<file path="config.mk">
export PLATFORM = sky130hd
export DESIGN_NAME = window_scan_reader_flat
export DESIGN_NICKNAME = d
export VERILOG_FILES = /design/src/rtl/window_scan_reader_if.sv /design/src/rtl/window_scan_reader.sv /design/src/flat_wrapper.sv
export SDC_FILE = /design/constraint.sdc
export NUM_CORES = 1
export LEC_CHECK = 0
export ABC_AREA = 1
export BUFFER_PORTS_ARGS = -buffer_cell sky130_fd_sc_hd__buf_2
export CORE_ASPECT_RATIO = 0.8
export CORE_MARGIN = 8
export CORE_UTILIZATION = 25
export CTS_BUF_LIST = sky130_fd_sc_hd__clkbuf_8
export CTS_CLUSTER_SIZE = 30
export DETAILED_ROUTE_END_ITERATION = 8
export HOLD_SLACK_MARGIN = 0.03
export PLACE_DENSITY = 0.4
export SLEW_MARGIN = 25
export SYNTH_ARGS = -nofsm -noshare
export SYNTH_HDL_FRONTEND = slang
export SYNTH_SLANG_ARGS = --single-unit
</file>
<file path="constraint.sdc">
create_clock -name clk -period 5.7 [get_ports clk]
set_input_delay 0.855 -clock clk [delete_from_list [all_inputs] [get_ports clk]]
set_output_delay 0.855 -clock clk [all_outputs]
set_load 0.05 [all_outputs]
</file>
<file path="src/rtl/window_scan_reader_if.sv">
// Bus bundle between the window scan reader, port A of the frame buffer and the classifier.
interface window_scan_reader_if #(
  parameter int unsigned DW = 20,
  parameter int unsigned AW = 15,
  parameter int unsigned CW = 8
);
  logic          detect_en;
  logic [AW-1:0] rd_addr;
  logic [DW-1:0] rd_data;
  logic [DW-1:0] pix_data;
  logic          pix_valid;
  logic          pix_first;
  logic          pix_last;
  logic          cls_done;
  logic          cls_hit;
  logic          detect_done;
  logic          face_found;
  logic [CW-1:0] face_x;
  logic [CW-1:0] face_y;
  logic          busy;

  // Reader side
  modport master (
    input  detect_en, rd_data, cls_done, cls_hit,
    output rd_addr, pix_data, pix_valid, pix_first, pix_last,
    output detect_done, face_found, face_x, face_y, busy
  );

  // Memory / classifier / controller side
  modport slave (
    output detect_en, rd_data, cls_done, cls_hit,
    input  rd_addr, pix_data, pix_valid, pix_first, pix_last,
    input  detect_done, face_found, face_x, face_y, busy
  );
endinterface

</file>
<file path="src/rtl/window_scan_reader.sv">
// Sweeps a square window over the stored frame, streams its pixels to the
// classifier and records the first window that the classifier flags.
module window_scan_reader #(
  parameter int unsigned IMG_W       = 160,
  parameter int unsigned IMG_H       = 120,
  parameter int unsigned WIN         = 24,
  parameter int unsigned STEP        = 8,
  parameter int unsigned DW          = 20,
  parameter int unsigned AW          = 15,
  parameter int unsigned CW          = 8,
  parameter int unsigned RD_LAT      = 1,
  parameter bit          STOP_ON_HIT = 1'b0
) (
  input logic                clk,
  input logic                rst,
  window_scan_reader_if.master bus
);

  localparam int unsigned XW       = $clog2(IMG_W + STEP + 1);
  localparam int unsigned YW       = $clog2(IMG_H + STEP + 1);
  localparam int unsigned PW       = $clog2(WIN + 1);
  localparam int unsigned X_LAST   = IMG_W - WIN;
  localparam int unsigned Y_LAST   = IMG_H - WIN;
  localparam int unsigned P_LAST   = WIN - 1;
  localparam int unsigned ROW_STEP = STEP * IMG_W;

  typedef enum logic [2:0] {
    S_IDLE,
    S_READ,
    S_DRAIN,
    S_WAIT_CLS,
    S_DONE
  } state_t;

  state_t        state_q, state_d;
  logic [XW-1:0] win_x_q, win_x_d;
  logic [YW-1:0] win_y_q, win_y_d;
  logic [PW-1:0] px_q, px_d, py_q, py_d;
  logic [AW-1:0] win_row_q, win_row_d;     // win_y * IMG_W
  logic [AW-1:0] row_base_q, row_base_d;   // (win_y + py) * IMG_W + win_x
  logic [AW-1:0] rd_addr_q, rd_addr_d;
  logic          busy_q, busy_d;
  logic          done_q, done_d;
  logic          found_q, found_d;
  logic [CW-1:0] fx_q, fx_d, fy_q, fy_d;
  logic          armed_q, armed_d;

  logic          flush_c;
  logic          a_vld_c, a_first_c, a_last_c;
  logic [XW-1:0] win_x_step_c;
  logic [YW-1:0] win_y_step_c;

  logic [RD_LAT:0] vld_sr, fst_sr, lst_sr;
  logic [DW-1:0]   pix_data_q;

  assign win_x_step_c = win_x_q + XW'(STEP);
  assign win_y_step_c = win_y_q + YW'(STEP);
  assign a_vld_c      = (state_q == S_READ);
  assign a_first_c    = (px_q == '0) && (py_q == '0);
  assign a_last_c     = (px_q == PW'(P_LAST)) && (py_q == PW'(P_LAST));

  // State and scan registers
  always_ff @(posedge clk) begin
    if (rst) begin
      state_q    <= S_IDLE;
      win_x_q    <= '0;
      win_y_q    <= '0;
      px_q       <= '0;
      py_q       <= '0;
      win_row_q  <= '0;
      row_base_q <= '0;
      rd_addr_q  <= '0;
      busy_q     <= 1'b0;
      done_q     <= 1'b0;
      found_q    <= 1'b0;
      fx_q       <= '0;
      fy_q       <= '0;
      armed_q    <= 1'b1;
    end else begin
      state_q    <= state_d;
      win_x_q    <= win_x_d;
      win_y_q    <= win_y_d;
      px_q       <= px_d;
      py_q       <= py_d;
      win_row_q  <= win_row_d;
      row_base_q <= row_base_d;
      rd_addr_q  <= rd_addr_d;
      busy_q     <= busy_d;
      done_q     <= done_d;
      found_q    <= found_d;
      fx_q       <= fx_d;
      fy_q       <= fy_d;
      armed_q    <= armed_d;
    end
  end

  // Next-state, address walk and verdict bookkeeping
  always_comb begin
    state_d    = state_q;
    win_x_d    = win_x_q;
    win_y_d    = win_y_q;
    px_d       = px_q;
    py_d       = py_q;
    win_row_d  = win_row_q;
    row_base_d = row_base_q;
    rd_addr_d  = rd_addr_q;
    busy_d     = busy_q;
    done_d     = 1'b0;
    found_d    = found_q;
    fx_d       = fx_q;
    fy_d       = fy_q;
    armed_d    = armed_q;
    flush_c    = 1'b0;

    unique case (state_q)
      S_IDLE: begin
        rd_addr_d = '0;
        if (bus.detect_en && armed_q) begin
          found_d    = 1'b0;
          fx_d       = '0;
          fy_d       = '0;
          win_x_d    = '0;
          win_y_d    = '0;
          px_d       = '0;
          py_d       = '0;
          win_row_d  = '0;
          row_base_d = '0;
          busy_d     = 1'b1;
          state_d    = S_READ;
        end
      end

      S_READ: begin
        if (!bus.detect_en) begin
          flush_c   = 1'b1;
          busy_d    = 1'b0;
          rd_addr_d = '0;
          state_d   = S_IDLE;
        end else if (a_last_c) begin
          state_d = S_DRAIN;
        end else if (px_q == PW'(P_LAST)) begin
          px_d       = '0;
          py_d       = py_q + PW'(1);
          row_base_d = row_base_q + AW'(IMG_W);
          rd_addr_d  = row_base_q + AW'(IMG_W);
        end else begin
          px_d      = px_q + PW'(1);
          rd_addr_d = rd_addr_q + AW'(1);
        end
      end

      S_DRAIN: begin
        if (!bus.detect_en) begin
          flush_c   = 1'b1;
          busy_d    = 1'b0;
          rd_addr_d = '0;
          state_d   = S_IDLE;
        end else if (vld_sr[RD_LAT] && lst_sr[RD_LAT]) begin
          state_d = S_WAIT_CLS;
        end
      end

      S_WAIT_CLS: begin
        if (!bus.detect_en) begin
          flush_c   = 1'b1;
          busy_d    = 1'b0;
          rd_addr_d = '0;
          state_d   = S_IDLE;
        end else if (bus.cls_done) begin
          if (bus.cls_hit && !found_q) begin
            found_d = 1'b1;
            fx_d    = CW'(win_x_q);
            fy_d    = CW'(win_y_q);
          end
          if (STOP_ON_HIT && bus.cls_hit) begin
            done_d  = 1'b1;
            busy_d  = 1'b0;
            armed_d = 1'b0;
            state_d = S_DONE;
          end else if (win_x_step_c <= XW'(X_LAST)) begin
            win_x_d    = win_x_step_c;
            px_d       = '0;
            py_d       = '0;
            row_base_d = win_row_q + AW'(win_x_step_c);
            rd_addr_d  = win_row_q + AW'(win_x_step_c);
            state_d    = S_READ;
          end else if (win_y_step_c > YW'(Y_LAST)) begin
            done_d  = 1'b1;
            busy_d  = 1'b0;
            armed_d = 1'b0;
            state_d = S_DONE;
          end else begin
            win_x_d    = '0;
            win_y_d    = win_y_step_c;
            px_d       = '0;
            py_d       = '0;
            win_row_d  = win_row_q + AW'(ROW_STEP);
            row_base_d = win_row_q + AW'(ROW_STEP);
            rd_addr_d  = win_row_q + AW'(ROW_STEP);
            state_d    = S_READ;
          end
        end
      end

      S_DONE: begin
        rd_addr_d = '0;
        state_d   = S_IDLE;
      end

      default: begin
        state_d = S_IDLE;
      end
    endcase

    // A low enable re-arms; this keeps a lagging enable from restarting the scan
    if (!bus.detect_en) begin
      armed_d = 1'b1;
    end
  end

  // Flag delay line matched to memory latency, plus the registered pixel
  always_ff @(posedge clk) begin
    if (rst || flush_c) begin
      vld_sr <= '0;
      fst_sr <= '0;
      lst_sr <= '0;
    end else begin
      vld_sr[0] <= a_vld_c;
      fst_sr[0] <= a_first_c;
      lst_sr[0] <= a_last_c;
      for (int i = 1; i <= int'(RD_LAT); i++) begin
        vld_sr[i] <= vld_sr[i-1];
        fst_sr[i] <= fst_sr[i-1];
        lst_sr[i] <= lst_sr[i-1];
      end
    end
    if (rst) begin
      pix_data_q <= '0;
    end else begin
      pix_data_q <= bus.rd_data;
    end
  end

  assign bus.rd_addr     = rd_addr_q;
  assign bus.pix_data    = pix_data_q;
  assign bus.pix_valid   = vld_sr[RD_LAT];
  assign bus.pix_first   = fst_sr[RD_LAT];
  assign bus.pix_last    = lst_sr[RD_LAT];
  assign bus.detect_done = done_q;
  assign bus.face_found  = found_q;
  assign bus.face_x      = fx_q;
  assign bus.face_y      = fy_q;
  assign bus.busy        = busy_q;

endmodule

</file>
<file path="src/flat_wrapper.sv">
// flat-port wrapper written by rule: the top's interface ports become plain ports
module window_scan_reader_flat 
#(
  parameter int unsigned IMG_W       = 160,
  parameter int unsigned IMG_H       = 120,
  parameter int unsigned WIN         = 24,
  parameter int unsigned STEP        = 8,
  parameter int unsigned DW          = 20,
  parameter int unsigned AW          = 15,
  parameter int unsigned CW          = 8,
  parameter int unsigned RD_LAT      = 1,
  parameter bit          STOP_ON_HIT = 1'b0
)
  (clk, rst, bus_detect_en, bus_rd_data, bus_cls_done, bus_cls_hit, bus_rd_addr, bus_pix_data, bus_pix_valid, bus_pix_first, bus_pix_last, bus_detect_done, bus_face_found, bus_face_x, bus_face_y, bus_busy);
  window_scan_reader_if #(.DW(DW), .AW(AW), .CW(CW)) bus_i ();
  input logic clk;
  input logic rst;
  input wire logic [$bits(bus_i.detect_en)-1:0] bus_detect_en;
  input wire logic [$bits(bus_i.rd_data)-1:0] bus_rd_data;
  input wire logic [$bits(bus_i.cls_done)-1:0] bus_cls_done;
  input wire logic [$bits(bus_i.cls_hit)-1:0] bus_cls_hit;
  output wire logic [$bits(bus_i.rd_addr)-1:0] bus_rd_addr;
  output wire logic [$bits(bus_i.pix_data)-1:0] bus_pix_data;
  output wire logic [$bits(bus_i.pix_valid)-1:0] bus_pix_valid;
  output wire logic [$bits(bus_i.pix_first)-1:0] bus_pix_first;
  output wire logic [$bits(bus_i.pix_last)-1:0] bus_pix_last;
  output wire logic [$bits(bus_i.detect_done)-1:0] bus_detect_done;
  output wire logic [$bits(bus_i.face_found)-1:0] bus_face_found;
  output wire logic [$bits(bus_i.face_x)-1:0] bus_face_x;
  output wire logic [$bits(bus_i.face_y)-1:0] bus_face_y;
  output wire logic [$bits(bus_i.busy)-1:0] bus_busy;
  assign bus_i.detect_en = bus_detect_en;
  assign bus_i.rd_data = bus_rd_data;
  assign bus_i.cls_done = bus_cls_done;
  assign bus_i.cls_hit = bus_cls_hit;
  assign bus_rd_addr = bus_i.rd_addr;
  assign bus_pix_data = bus_i.pix_data;
  assign bus_pix_valid = bus_i.pix_valid;
  assign bus_pix_first = bus_i.pix_first;
  assign bus_pix_last = bus_i.pix_last;
  assign bus_detect_done = bus_i.detect_done;
  assign bus_face_found = bus_i.face_found;
  assign bus_face_x = bus_i.face_x;
  assign bus_face_y = bus_i.face_y;
  assign bus_busy = bus_i.busy;
  window_scan_reader #(.IMG_W(IMG_W), .IMG_H(IMG_H), .WIN(WIN), .STEP(STEP), .DW(DW), .AW(AW), .CW(CW), .RD_LAT(RD_LAT), .STOP_ON_HIT(STOP_ON_HIT)) u_core (.clk(clk), .rst(rst), .bus(bus_i));
endmodule
</file>
Word level (Yosys, flattened, before mapping)
Cells that the tools add are included.
- add/subtract/negate cells: 8
- multiply operators: 0
- divide/modulo/power cells: 0
- order comparisons: 2
- equal/unequal tests: 25
- shift operators: 0
- multiplexer cells: 76
- bitwise logic cells: 4
- reductions and logical operators: 28
- operators with widths (operator ; count):
    15-bit 2-to-1 mux ; 16
    8-bit 2-to-1 mux ; 15
    8-bit case mux with 2 select lines ; 4
    15-bit case mux with 4 select lines ; 1
    5-bit 2-to-1 mux ; 11
    15-bit case mux with 3 select lines ; 1
    15-bit case mux with 2 select lines ; 1
    5-bit case mux with 3 select lines ; 2
    3-bit 2-to-1 mux ; 9
    2-bit != test (second input constant) ; 9
    8-bit by 4-bit adder with 8-bit output (second input constant) ; 2
    15-bit by 1-bit adder with 15-bit output (second input constant) ; 1
    15-bit by 11-bit adder with 15-bit output (second input constant) ; 1
    15-bit by 8-bit adder with 15-bit output ; 1
    15-bit by 8-bit adder with 15-bit output (second input constant) ; 1
    5-bit AND reduction ; 3
    1-bit 2-to-1 mux ; 13
    3-bit != test (second input constant) ; 4
    3-bit case mux with 4 select lines ; 1
    6-bit AND reduction ; 2
    5-bit by 1-bit adder with 5-bit output (second input constant) ; 2
    5-bit == test (second input constant) ; 2
    5-bit logical NOT ; 2
    3-bit by 2-bit != test with 1-bit output (second input constant) ; 3
    23 further kinds ; 36
- register bits: 120
- bits in latches: 0
- memory bits (writable): 0
- bits in read-only memories: 0
- input port bits: 25
- output and inout port bits: 57
- logic and storage cells: 161
- memories kept: 0

Longest topological paths before layout
Gate-level depths: netlist (run 1).
- depth in word-level cells: 7
- gate-level depth with buffers: 14
- depth with buffers taken out: 13

Worst setup path after synthesis (run 1)
Ideal clock, no wire load.
- path type: input -> register
- start point: input port bus_detect_en
- end point: register u_core.rd_addr_q[5] (netlist: u_core.bus.rd_addr[5])
- setup time: 0.116 ns
- arrival time: 1.939 ns
- required time: 5.584 ns
- setup slack: 3.645 ns
- cell stages on the path: 10
- path buffers: 2
- cells stage by stage: buf_2 > inv_2 > nor2_1 > nand2_1 > o211ai_1 > nor2_2 > nand2_4 > buf_6 > o21ai_0 > nor2_1
- longest elaborated chain between the ends: 2
- elaborated cells on any way between the ends: 8
- classes of those cells: eq/ne: 4; mux: 3; reduce/logical: 1
- RTL lines (item ; RTL line ; text):
    start, declared ; flat_wrapper.sv:18 ; input wire logic [$bits(bus_i.detect_en)-1:0] bus_detect_en;
    4-bit by 3-bit != test with 1-bit output (no source line) (tied with other cells) ; - ;
    5-bit AND reduction (no source line) / 15-bit case mux with 4 select lines (equally long branches) ; - ;
    end signal, assigned ; window_scan_reader.sv:87 ; rd_addr_q <= rd_addr_d;
    end, declared ; window_scan_reader.sv:41 ; logic [AW-1:0] rd_addr_q, rd_addr_d;
Several ways; a longest one is shown, not always the timed one.
A chain may end at the register's enable or synchronous reset.

Worst setup path in the final report (run 1)
- start point: register u_core.state_q[0]
- end point: register u_core.rd_addr_q[7] (netlist: u_core.bus.rd_addr[7])
- longest elaborated chain between the ends: 4
- elaborated cells on any way between the ends: 13
- classes of those cells: eq/ne: 8; mux: 1; reduce/logical: 4
- RTL lines (item ; RTL line ; text):
    start, declared ; window_scan_reader.sv:35 ; state_t state_q, state_d;
    start signal, assigned ; window_scan_reader.sv:80 ; state_q <= state_d;
    3-bit == test / 3-bit logical NOT (equally long branches) ; window_scan_reader.sv:115 ; unique case (state_q)
    2-bit OR reduction (no source line) ; - ;
    4-bit nonzero test (no source line) ; - ;
    5-bit AND reduction (no source line) ; - ;
Several ways; a longest one is shown, not always the timed one.

==> results of run 1 <==
==> final timing paths <==
path                                   endpoint  depth (start not counted)  slack [ns]
min                 u_core.vld_sr[1]$_SDFF_PP0_                          2        0.42
min reg2reg         u_core.vld_sr[1]$_SDFF_PP0_                          2        0.42
max          u_core.bus.rd_addr[7]$_SDFFE_PP0P_                          9        3.09
max reg2reg  u_core.bus.rd_addr[7]$_SDFFE_PP0P_                          9        3.09
==> cell usage in the layout (no fill, tap or decap), drive strengths merged <==
master / count
inv: 104
nor4: 2
o211ai: 2
clkbuf: 9
clkinvlp: 2
nor3b: 1
dfxtp: 100
a21oi: 53
and3: 1
nor3: 5
o22ai: 2
xnor2: 1
ha: 11
nand2: 242
or2: 2
buf: 82
xor2: 10
o21ai: 38
conb: 4
clkinv: 2
nand4: 21
o21a: 1
nor2: 149
nand3: 76
==> logic make-up after synthesis <==
logic type / Yosys count / share of synthesized area
compound gates: 96 / 0.0892
xor+xnor: 11 / 0.0174
fa+ha+maj: 11 / 0.0248
buf+inv: 133 / 0.108
flops: 100 / 0.361
other cells: 1 / 0.000677
simple gates: 499 / 0.399
==> critical path, stage by stage (launching register included) <==
cell     delay (ns)
dfxtp_1        0.46
nand3_1        0.49
inv_1          0.63
nand3_1        0.18
nor2_1         0.15
nor2_2         0.07
nand2_4        0.22
inv_4          0.13
nand2_1        0.09
a21oi_1        0.05
==> power groups by stage <==
| stage | Clock [mW] | Sequential (mW) | Combinational, mW |
|---|---|---|---|
| 2_1_floorplan | 0 | 0.885 | 0.427 |
| 3_3_place_gp | 0 | 0.856 | 0.595 |
| 3_5_place_dp | 0 | 0.853 | 0.591 |
| 4_1_cts | 0.500 | 0.838 | 0.593 |
| 5_1_grt | 0.526 | 0.851 | 0.670 |
| 6_report | 0.474 | 0.838 | 0.585 |
==> per-stage QoR <==
| stage | hold WS, ns | util | instances | power, mW |
|---|---|---|---|---|
| 4_1_cts | 0.419 | 0.292 | 1220 | 1.93 |
| 6_report | 0.417 | 0.292 | 1220 | 1.90 |
| 3_5_place_dp | 0.401 | 0.283 | 1204 | 1.44 |
| 5_1_grt | 0.436 | 0.292 | 1220 | 2.05 |
| 3_3_place_gp | 0.404 | 0.283 | 1204 | 1.45 |
| 2_1_floorplan | 0.394 | - | 854 | 1.31 |
==> routing by layer <==
metal / vias to the layer above / global-route usage
met4: 0 / 0.0270
li1: 2806 / -
met1: 2373 / 0.173
met2: 112 / 0.193
met3: 10 / 0.0351
met5: - / 0
==> registers in the layout, summed over array words and instances, names as in the netlist <==
| signal | flops |
|---|---|
| u_core.lst_sr | 2 |
| u_core.win_y_q | 5 |
| u_core.win_x_q | 5 |
| u_core.py_q | 5 |
| u_core.vld_sr | 2 |
| u_core.fst_sr | 2 |
| u_core.bus.pix_data | 20 |
| u_core.bus.rd_addr | 15 |
| u_core.bus.face_found | 1 |
| u_core.px_q | 5 |
| u_core.bus.face_y | 6 |
| u_core.bus.face_x | 5 |
| u_core.armed_q | 1 |
| u_core.win_row_q | 7 |
| u_core.bus.busy | 1 |
| u_core.row_base_q | 14 |
| u_core.state_q | 3 |
| u_core.bus.detect_done | 1 |
==> final cells by class <==
class                      count  area share
clock buffer                   9      0.0196
tap                          300      0.0593
clock inverter                 7      0.0117
timing repair buffer          82      0.0664
inverter                     101      0.0607
multi-input combinational    621       0.466
sequential                   100       0.316
==> results summary, run 1 <==
The flow ran to the end, and the final reports show no timing, DRC or antenna violations. In this run the deepest clock path goes through 2 buffers. The clock network power share is 0.250.

The post-CTS resize count is 0. In the synthesized netlist, the number of instances is approximately 850. In this run the horizontal extent of the chip is roughly 180 microns.

The sequential element share of the synthesized area is 0.361. The mapped netlist covers 5540 sq um. The signal arrival time at the worst endpoint came out at between 2 and 3 ns. Once placement finished, the instance area stood at ~6100 sq um. The final critical-path share of the clock period came out at 0.459. The row count is 48.

The die outline height came out at approximately 150 microns. In this run the standard cell core region covers 21700 sq um. The number of remaining DRC errors is 0. Buffers inserted during clock tree synthesis total 9. The CTS tree is yes. The share of the synthesized area in the top cell type came out at 0.361.

The net count of the finished layout is about 950. In the post-synthesis netlist, the cell with the most instances is nand2_1. The footprint of the multi-input gates is between 2000 and 3000 sq um.

The share of total power consumed by net switching came out at 0.417. The routed design uses approximately 880 microns of met3 wire. The net switching power figure is around 0.8 mW. At the worst endpoint, the required time is 5.95 ns. The register area came out at about 2000 sq um. The reported max-cap violation count is 0. The netlist uses 38 different library cells.

For the worst-skew pair, the clock arrives at the later sink with an insertion delay of between 0.3 and 0.4 ns. The total leakage power came out at just under 3 nW. The buffer count from post-CTS setup fixing is 0. Using the TritonRoute via totals, the vias-per-cell ratio works out to 4.35. The final-layout setup total negative slack came out at 0 ns. Routed signal wires occupy layers up through met4. The endpoint class of the critical path is a register. The summed area of non-filler cells in the final layout came out at about 6300 sq um. The worst min-delay path class is reg2reg.

The maximum net fanout on the critical path is 18. The total detailed-routing wirelength came out at between 15000 and 20000 microns. The count of TritonRoute iterations in the first routing pass came out at 4. The number of enable-type register cells in the synthesized netlist came out at 0. The post-route minimum period came out at 2.61 ns.

Between clock sinks in the finished design, the worst skew comes to about 0.014 ns. The detail-routed net length per standard cell came out at between 10 and 15 microns. The areal power density over the cells came out at around 300 nW/um^2. Pin placement for this block handled 82 I/O pins.

The synthesized area per cell came out at roughly 6.5 sq um. After clock tree synthesis, the clock-pin slew on the worst setup and hold paths is between 0.1 and 0.15 ns. In this run the most critical hold path is launched from u_core.vld_sr[0]$_SDFF_PP0_. The reg-to-reg critical path startpoint is u_core.state_q[0]$_SDFFE_PP0P_. Measured against its own limit, the worst slew margin works out to 0.474.

The layout cell share with drive strength beyond 1 is 0.151. The final antenna diode count came out at 0. The worst setup path is launched from a register. The final route contains between 5000 and 6000 vias. The number of H-tree levels is 3. For this run, the total global-route usage over all layers was measured as 0.126.

The number of storage elements in the synthesis netlist came out at 100. The highest ir drop seen on vdd came out at approximately 0.1 mV. The share of total power dissipated in sequential elements is 0.442. The number of global-route vias before repair is 5163.

The final estimated routing congestion in global placement came out at ~0.8. The number of violations reported at the end of detailed-routing iteration 0 came out at between 300 and 400. The fraction of power consumed by combinational cells is 0.308. The internal portion of the total power is between 1 and 1.5 mW. The final hold violation count came out at 0. The library cell used as clock root buffer is clkbuf_8. The commonest cells after synthesis are 227 x nand2_1, 138 x nor2_1, 100 x dfxtp_1. The first-pass GRT wire length is 27400 microns. For this configuration, the core starts out at a cell density of 0.256. Tracing the worst setup path back leads to its startpoint at u_core.state_q[0]$_SDFFE_PP0P_. The largest total area in the synthesized netlist belongs to dfxtp_1. The largest net degree at the start of global routing is between 50 and 60. The residual overflow from global routing came out at 0. The post-synthesis to final-layout area growth came out at 14.3%. The number of pins with negative max-slew slack in the final report came out at 0. The estimated wirelength of the detail-placed design is ~12000 microns. The quantity of I/O buffers inserted on ports is roughly 80.

The detailed router put a total of 8410 microns of wire on met1. For this design, the sink count on the clock tree is 100. The post-placement setup slack came out at 2.68 ns.

The initial antenna violation count is 0. By startpoint and endpoint, the worst setup path is classified as reg2reg. By area the synthesized netlist is led by dfxtp_1 36%, nand2_1 15%, nor2_1 9.3%, nand3_1 6.4%, inv_1 6.4%. Setup violations remaining at the end of the flow were counted as 0. The remaining antenna violation count came out at 0. Of all flip-flops after synthesis, the portion carrying an async set or reset was 0. The highest achievable clock rate came out at between 0.3 and 0.4 GHz. At the pin with the least slew margin, the transition time is 0.786 ns. The die covers about 27000 sq um.

For this run, the number of Yosys warnings is 0. The filler cell count in the final layout came out at 2457. The most common flop cell mapped by yosys is dfxtp_1. In this run, post-CTS hold repair placed 0 buffers. Setup repair after global routing left no endpoint under its margin. The met2 routed wirelength is between 7000 and 8000 microns. Once routing completed, OpenROAD measured the worst setup slack at roughly 3.1 ns.
Note: power is estimated with default switching activity, not from simulation.
==> inputs of run 2 (changes only) <==
Settings changed: ABC_AREA 1 to 0, PLACE_DENSITY 0.4 to 0.42.
Clock period 5.7 ns to 2.3 ns, I/O delays scaled along.
==> run 2 against run 1 <==
Effect of this change:
- the run now ends with negative setup slack left
- register-to-register slack got worse by 3.2 ns
- largest cell class unchanged
- total power is 110% higher
- sequential power is 120% higher
- wire length rose by 3.1%
- setup slack got worse by 3.2 ns
- critical path type unchanged
==> results summary, run 2 <==
The run finished, with violations left. The checks that failed: negative setup slack. The number of storage elements in the synthesis netlist is 100. The die is ~180 microns wide. dfxtp_1 is the most common cell in the netlist.

In the routed layout, each cell is associated on average with a via count of between 4 and 5. The smallest clock period supported by the final layout is computed as between 2 and 2.5 ns. The number of remaining DRC errors came out at 0. The combined buffer and inverter count along the critical path came out at 4. The library cell used as clock root buffer is clkbuf_8.

The clock network power share came out at 0.385. The tightest min-delay check is of the in2reg type. The summed area of non-filler cells in the final layout came out at between 7000 and 8000 sq um. The areal power density over the cells is around 540 nW/um^2. The largest area contributor in the netlist is dfxtp_1.

The internal portion of the total power is approximately 2.9 mW. In the synthesized netlist the dominant register cell turns out to be dfxtp_1. The highest achievable clock rate came out at between 0.4 and 0.5 GHz. In this run the worst setup path begins at u_core.win_x_q[3]$_SDFFE_PP0P_. The die outline height is approximately 140 microns. The most repeated library cell on the critical path is buf_6. The clock transition at the registers of the reported paths is 0.11 ns. The smallest setup slack after layout came out at -0.0866 ns. The worst slew margin relative to its limit is 0.470. The clock tree buffer depth is 2. The maximum net fanout on the critical path is 7. The critical path is of the reg2reg type. Sorting the synthesized cells by how often they occur yields 100 x dfxtp_1, 61 x nor2_1, 47 x nand2_1.

The quantity of I/O buffers inserted on ports came out at 78. The first global-routing pass estimated approximately 27000 microns of wire. The flip-flop count of the largest register after layout is 20. For the pin with the worst max-slew slack, the measured transition is between 0.7 and 0.8 ns.

The total number of vias is about 5000. The reg-to-reg critical path startpoint is u_core.win_x_q[3]$_SDFFE_PP0P_. After detailed placement, the total cell area comes to 6270 sq um. The number of pins with negative max-slew slack in the final report is 0. The signal arrival time at the worst endpoint is approximately 2.7 ns. The reported max-cap violation count is 0. The sequential element share of the synthesized area came out at 0.388. The worst setup path is launched from a register. Dividing the final minimum period by the clock period gives 1.04.

The initial antenna violation count came to 0. In this run, distinct cell masters in the synthesized netlist total 64. The worst setup path is captured at a register. Yosys printed 0 warnings. Leaving out fill and tap cells, the most frequent cell in the layout is dfxtp_1. The startpoint identified for the worst hold timing path is bus_rd_data[7]. The number of violations reported at the end of detailed-routing iteration 0 came out at approximately 250. The number of global-route vias before repair is between 4000 and 5000.

The count of TritonRoute iterations in the first routing pass came out at 5. The final worst clock skew came out at 0.0151 ns. After synthesis the cells add up to a little over 5000 sq um. At the end of the flow, the number of nets in the layout was between 700 and 800. During I/O placement, the number of pins put on the boundary was slightly above 80. TritonCTS built the clock tree.

For this design the total switching power over the nets is about 1.1 mW. The initial core utilization came out at 0.252. STA puts the critical path data required time at around 2.6 ns. The area of the core came out at roughly 20000 sq um. Of the total power, combinational logic draws 0.154.

Across every metal layer, demand over resource in global routing totals 0.133. Among cell families on the critical path, the largest total delay comes from buffers and inverters. In the layout the commonest cells are 96 x dfxtp_1, 78 x buf_2, 71 x buf_4.

The synthesized design contains 0 enable-type register cells. The part of the total power dissipated in sequential elements came out at 0.461. The post-synthesis to final-layout area growth is 40.2%.

After global routing the overflow that remains totals 0. Entering global routing, the biggest net connects 44 pins. Setup repair after global routing could not meet its margin everywhere.

The final antenna diode count is 0. The clock net sink count is 100. The estimated wirelength of the detail-placed design came out at ~12000 microns.

The die footprint is about 26000 sq um. The async set-or-reset flop fraction in the synthesized netlist came out at 0. The number of hold buffers added after CTS was 0. By area the synthesized netlist is led by dfxtp_1 39%, a21oi_1 4.5%, nor2_1 4.4%, nand2_1 3.4%, xnor2_1 3.2%. The standard cell with the maximum stage delay on the critical path is or3b_4. The congestion estimate from routability-driven global placement came to 0.811. In the final layout, the share of cells above drive strength 1 is 0.357. The delay contributed by the slowest stage of the critical path came out at between 0.3 and 0.4 ns. The row count came out at 47. The total leakage power is roughly 2.9 nW.

The synthesized area per cell came out at about 8.3 sq um. The total detailed-routing wirelength came out at 17000 microns. The latest clock arrival within the worst-skew pair is roughly 0.39 ns. The number of H-tree levels came out at 3. The share of synthesized area in the top cell type comes to 0.388. Of the total power, the share spent switching nets is 0.272. Before CTS, the worst setup slack after placement is -0.221 ns. The number of buffers inserted during clock tree synthesis came out at 9.

The highest ir drop seen on vdd came out at just under 0.3 mV. After technology mapping, the gate count stands at about 620. Traced cell by cell, the critical path runs through inv_4 > ha_4 > or3b_4 > a21oi_4 > buf_6 > nor3_4 > a311oi_4 > buf_6 > buf_12 > mux2i_1 > a21oi_1. The final hold violation count is 0. Setup violations remaining at the end of the flow were counted as 16.

In the final routed layout, each cell accounts on average for roughly 16 microns. The remaining antenna violation count came out at 0.
run 2: cell count changes in the layout (fill, tap and decap cells not counted), moves of 12 or more:
| cell | previous run | this run |
|---|---|---|
| nand2_1 | 227 | 46 |
| nor2_1 | 138 | 51 |
| inv_1 | 94 | 11 |
| buf_4 | 4 | 71 |
| nand3_1 | 71 | 29 |
| nor2b_1 | 0 | 26 |
| o21ai_0 | 35 | 16 |
| xnor2_1 | 1 | 17 |
| nor3_1 | 4 | 19 |
| a211oi_1 | 0 | 14 |
| buf_6 | 0 | 13 |
| a21oi_1 | 52 | 40 |
run 2: power groups by stage:
stage	registers, mW	logic, mW	clock network (mW)
after floorplan	1.93	0.272	0
after global routing	1.82	0.661	1.64
after global placement	1.85	0.543	0
after detailed placement	1.86	0.549	0
final	1.82	0.609	1.52
after CTS	1.82	0.559	1.57
run 2: final timing paths:
kind	end	slack, ns	depth (start not counted)
worst max-delay path	u_core.bus.rd_addr[0]$_SDFFE_PP0P_	-0.09	11
worst min-delay path	u_core.bus.pix_data[7]$_SDFF_PP0_	0.15	2
worst max register to register	u_core.bus.rd_addr[0]$_SDFFE_PP0P_	-0.09	11
worst min register to register	u_core.fst_sr[1]$_SDFF_PP0_	0.44	1
run 2: cells by family after synthesis:
| logic type | synth area share |
|---|---|
| flops | 0.388 |
| simple gates | 0.263 |
| xor+xnor | 0.0594 |
| fa+ha+maj | 0.0267 |
| mux | 0.0320 |
| other cells | 0.000726 |
| buf+inv | 0.0502 |
| compound gates | 0.180 |
run 2: worst register-to-register path, delay by kind of cell (launching register included):
kind / cells / cell delay (ns)
flip-flops: 1 / 0.38
multiplexers: 1 / 0.19
AND/OR/NAND/NOR: 2 / 0.46
buffers and inverters: 4 / 0.54
adder cells (fa/ha/maj): 1 / 0.26
AO/OA/AOI/OAI: 3 / 0.46
run 2: routing by layer:
layer	up-vias	GRT usage	wire [microns]
li1	2492	-	-
met1	2384	0.182	8360
met4	0	0.0331	161
met2	134	0.200	7480
met3	12	0.0389	1040
met5	-	0	0
run 2: through the flow:
| step | setup TNS, ns | hold WS (ns) | cells | utilization | power, mW |
|---|---|---|---|---|---|
| 4_1_cts | -1.43 | 0.129 | 1022 | 0.332 | 3.95 |
| 3_5_place_dp | -3.46 | 0.420 | 995 | 0.306 | 2.40 |
| 6_report | -0.780 | 0.151 | 1034 | 0.354 | 3.94 |
| 5_1_grt | -3.84 | 0.134 | 1034 | 0.354 | 4.13 |
| 3_3_place_gp | -0.894 | 0.416 | 995 | 0.306 | 2.40 |
| 2_1_floorplan | -1.52 | 0.406 | 622 | - | 2.20 |
run 2: area by class of cell:
class                   instances  area [sq um]
clock inverters                 6           134
clock buffers                  10           138
multi-input cells             467          3320
repair buffers                170          1250
well taps                     269           337
inverters                      12          47.5
flip-flops and latches        100          2010
fillers                      2130         13200
run 2: repair_timing:
item                       CTS  global route
gates cloned                 2             2
gates resized for setup     30            78
setup buffers               10            12
setup endpoints to repair   48            57
pin swaps                   13            30
==> inputs of run 3 (changes only) <==
==> constraint.sdc (replaced) <==
create_clock -name clk -period 2.3 [get_ports clk]
set_input_delay 0.345 -clock clk [delete_from_list [all_inputs] [get_ports clk]]
set_output_delay 0.345 -clock clk [all_outputs]
set_load 0.1 [all_outputs]
==> run 3 against run 2 <==
Effect of this change:
- the run still ends with negative setup slack left
- total power fell by 5.8%
- setup slack got worse by 0.042 ns
- non-clock buffer count fell by 22
==> results summary, run 3 (synthesis gave the netlist of run 2 again) <==
In the global route stage, overall resource usage came out at 0.131. The first-pass GRT wire length came out at 26600 microns. Including well taps, the total number of placed cells is about 1000. The final estimated routing congestion in global placement came out at approximately 0.8. The detail route stage leaves a number of antenna-violating nets equal to 0.

The number of hold buffers added after CTS was 0. between 80 and 90 I/O pins were placed. The startpoint identified for the worst register-to-register timing path is u_core.win_x_q[3]$_SDFFE_PP0P_. The detail-routed net length per standard cell came out at between 15 and 20 microns.

Dividing the final minimum period by the clock period gives 1.06. The critical path launch point is u_core.win_x_q[3]$_SDFFE_PP0P_. The filler cell count in the final layout came out at around 2200.

The number of remaining DRC errors is 0. Setup repair after global routing could not meet its margin everywhere. The final setup violation count came out at 30.

The share of the core filled with cells in the final layout is 0.330. The area of the core came out at between 20000 and 25000 sq um. The post-synthesis to final-layout area growth came out at 30.9%.

The critical path in this run is classified as reg2reg. The worst hold path belongs to the class in2reg. The clock tree buffer depth came out at 2.

The instance area at placement came out at between 6000 and 7000 sq um. The die outline height came out at 145 microns. In the layout the commonest cells are 93 x dfxtp_1, 78 x buf_2, 58 x buf_4.

The latest clock arrival within the worst-skew pair is 0.39 ns. The launch point of the worst hold path is bus_rd_data[9]. The quantity of I/O buffers inserted on ports is ~80.

In the final design database the tool counted about 770 nets. In this run the worst path has a maximum fanout of 8. The register area is between 2000 and 2500 sq um. The worst slew margin relative to its limit is 0.361. The areal power density over the cells is between 500 and 600 nW/um^2. STA classifies the critical path endpoint as a register. The filler-free cell count of the finished design came out at 1012. The smallest setup slack after layout is -0.129 ns. For this configuration, the core starts out at a cell density of 0.252.

The routed layout has just under 5000 vias. The signal arrival time at the worst endpoint came out at 2.75 ns. The die footprint is ~26000 sq um. The total leakage power came out at 2.62 nW. The estimated wirelength of the detail-placed design came out at 12300 microns.

Before antenna repair, the detailed router went through 5 iterations. Summed over all layers, the routed wires come to ~17000 microns. The post-route minimum period came out at approximately 2.4 ns. The actual transition at the worst max-transition pin came out at roughly 0.95 ns. The residual overflow from global routing is 0.

STA puts the critical path data required time at around 2.6 ns. Summing internal, switching and leakage power gives about 3.7 mW. The vias per cell is around 4.8.

The largest net degree at the start of global routing is 29. The highest achievable clock rate came out at slightly above 0.4 GHz. The number of clock buffers added by TritonCTS is 9.

The final hold violation count is 0. VDD sags by at most 0.314 mV. The clock transition at the registers of the reported paths is about 0.11 ns.

The flip-flop count of the largest register after layout came out at 20. The reported max-cap violation count is 0. The final-layout setup total negative slack is -1.25 ns. The number of global-route vias before repair came out at 4948.

The flow ran to the end, but the final reports show violations. For this block, the initial DRC count from the detailed router was 220. Of the cells placed in the final design, the portion with a size suffix greater than 1 is 0.306. The row count came out at between 40 and 50. Leaving out fill and tap cells, the most frequent cell in the layout is dfxtp_1. The footprint of the multi-input gates came out at 3170 sq um.

OpenSTA, run right after detailed placement, puts the worst setup slack at -0.166 ns. The final reports fail on negative setup slack. The summed area of non-filler cells in the final layout is 6760 sq um. Hold timing on the final database bottoms out at a slack of 0.151 ns. The number of pins with negative max-slew slack in the final report is 0. The clock net sink count came out at 100. The number of antenna diodes in the final layout is 0. On the final layout, the worst clock skew is around 0.018 ns.

The initial antenna violation count is 0. The CTS tree is yes. The worst setup path is launched from a register. The library cell used as clock root buffer is clkbuf_8.

The die extent in x is between 150 and 200 microns. The number of H-tree levels is 3.
## run 3: report_power, final
| group | switching (mW) | total, mW | internal [mW] |
|---|---|---|---|
| sequential | 0.0382 | 1.82 | 1.78 |
| clock | 0.690 | 1.21 | 0.520 |
| combinational | 0.477 | 0.685 | 0.209 |
## run 3: final timing paths
kind / end / slack, ns / depth (start not counted)
worst max register to register: u_core.win_row_q[13]$_SDFFE_PP0P_ / -0.13 / 9
worst min register to register: u_core.vld_sr[1]$_SDFF_PP0_ / 0.44 / 1
worst min-delay path: u_core.bus.pix_data[9]$_SDFF_PP0_ / 0.15 / 2
worst max-delay path: u_core.win_row_q[13]$_SDFFE_PP0P_ / -0.13 / 9
## run 3: area by class of cell
type                    instances  share of cell area
clock buffers                   9              0.0183
multi-input cells             467               0.469
inverters                      12             0.00704
repair buffers                148               0.146
well taps                     269              0.0498
flip-flops and latches        100               0.298
clock inverters                 7              0.0117
## run 3: worst max-delay path, cell delays in order, from the launching register on
cell and delay, ns:
dfxtp_4 0.38, inv_4 0.04, ha_4 0.21, or3b_4 0.24, a21oi_4 0.06, buf_6 0.15
or3_4 0.38, or3_4 0.39, or3_1 0.36, a21oi_1 0.15
## run 3: per-layer routing
| layer | vias to the layer above | GRT usage | wire length, microns | share of wire |
|---|---|---|---|---|
| met1 | 2306 | 0.180 | 8300 | 0.50 |
| met5 | - | 0 | 0 | 0 |
| li1 | 2461 | - | - | - |
| met3 | 15 | 0.0308 | 802 | 0.049 |
| met2 | 123 | 0.201 | 7210 | 0.44 |
| met4 | 0 | 0.0358 | 197 | 0.012 |
## run 3: what timing repair did
action                                  4_1_cts  5_1_grt
buffers inserted                              2        6
resized for setup                            13       48
pin swaps                                     3       20
endpoints found under the setup margin       45       57
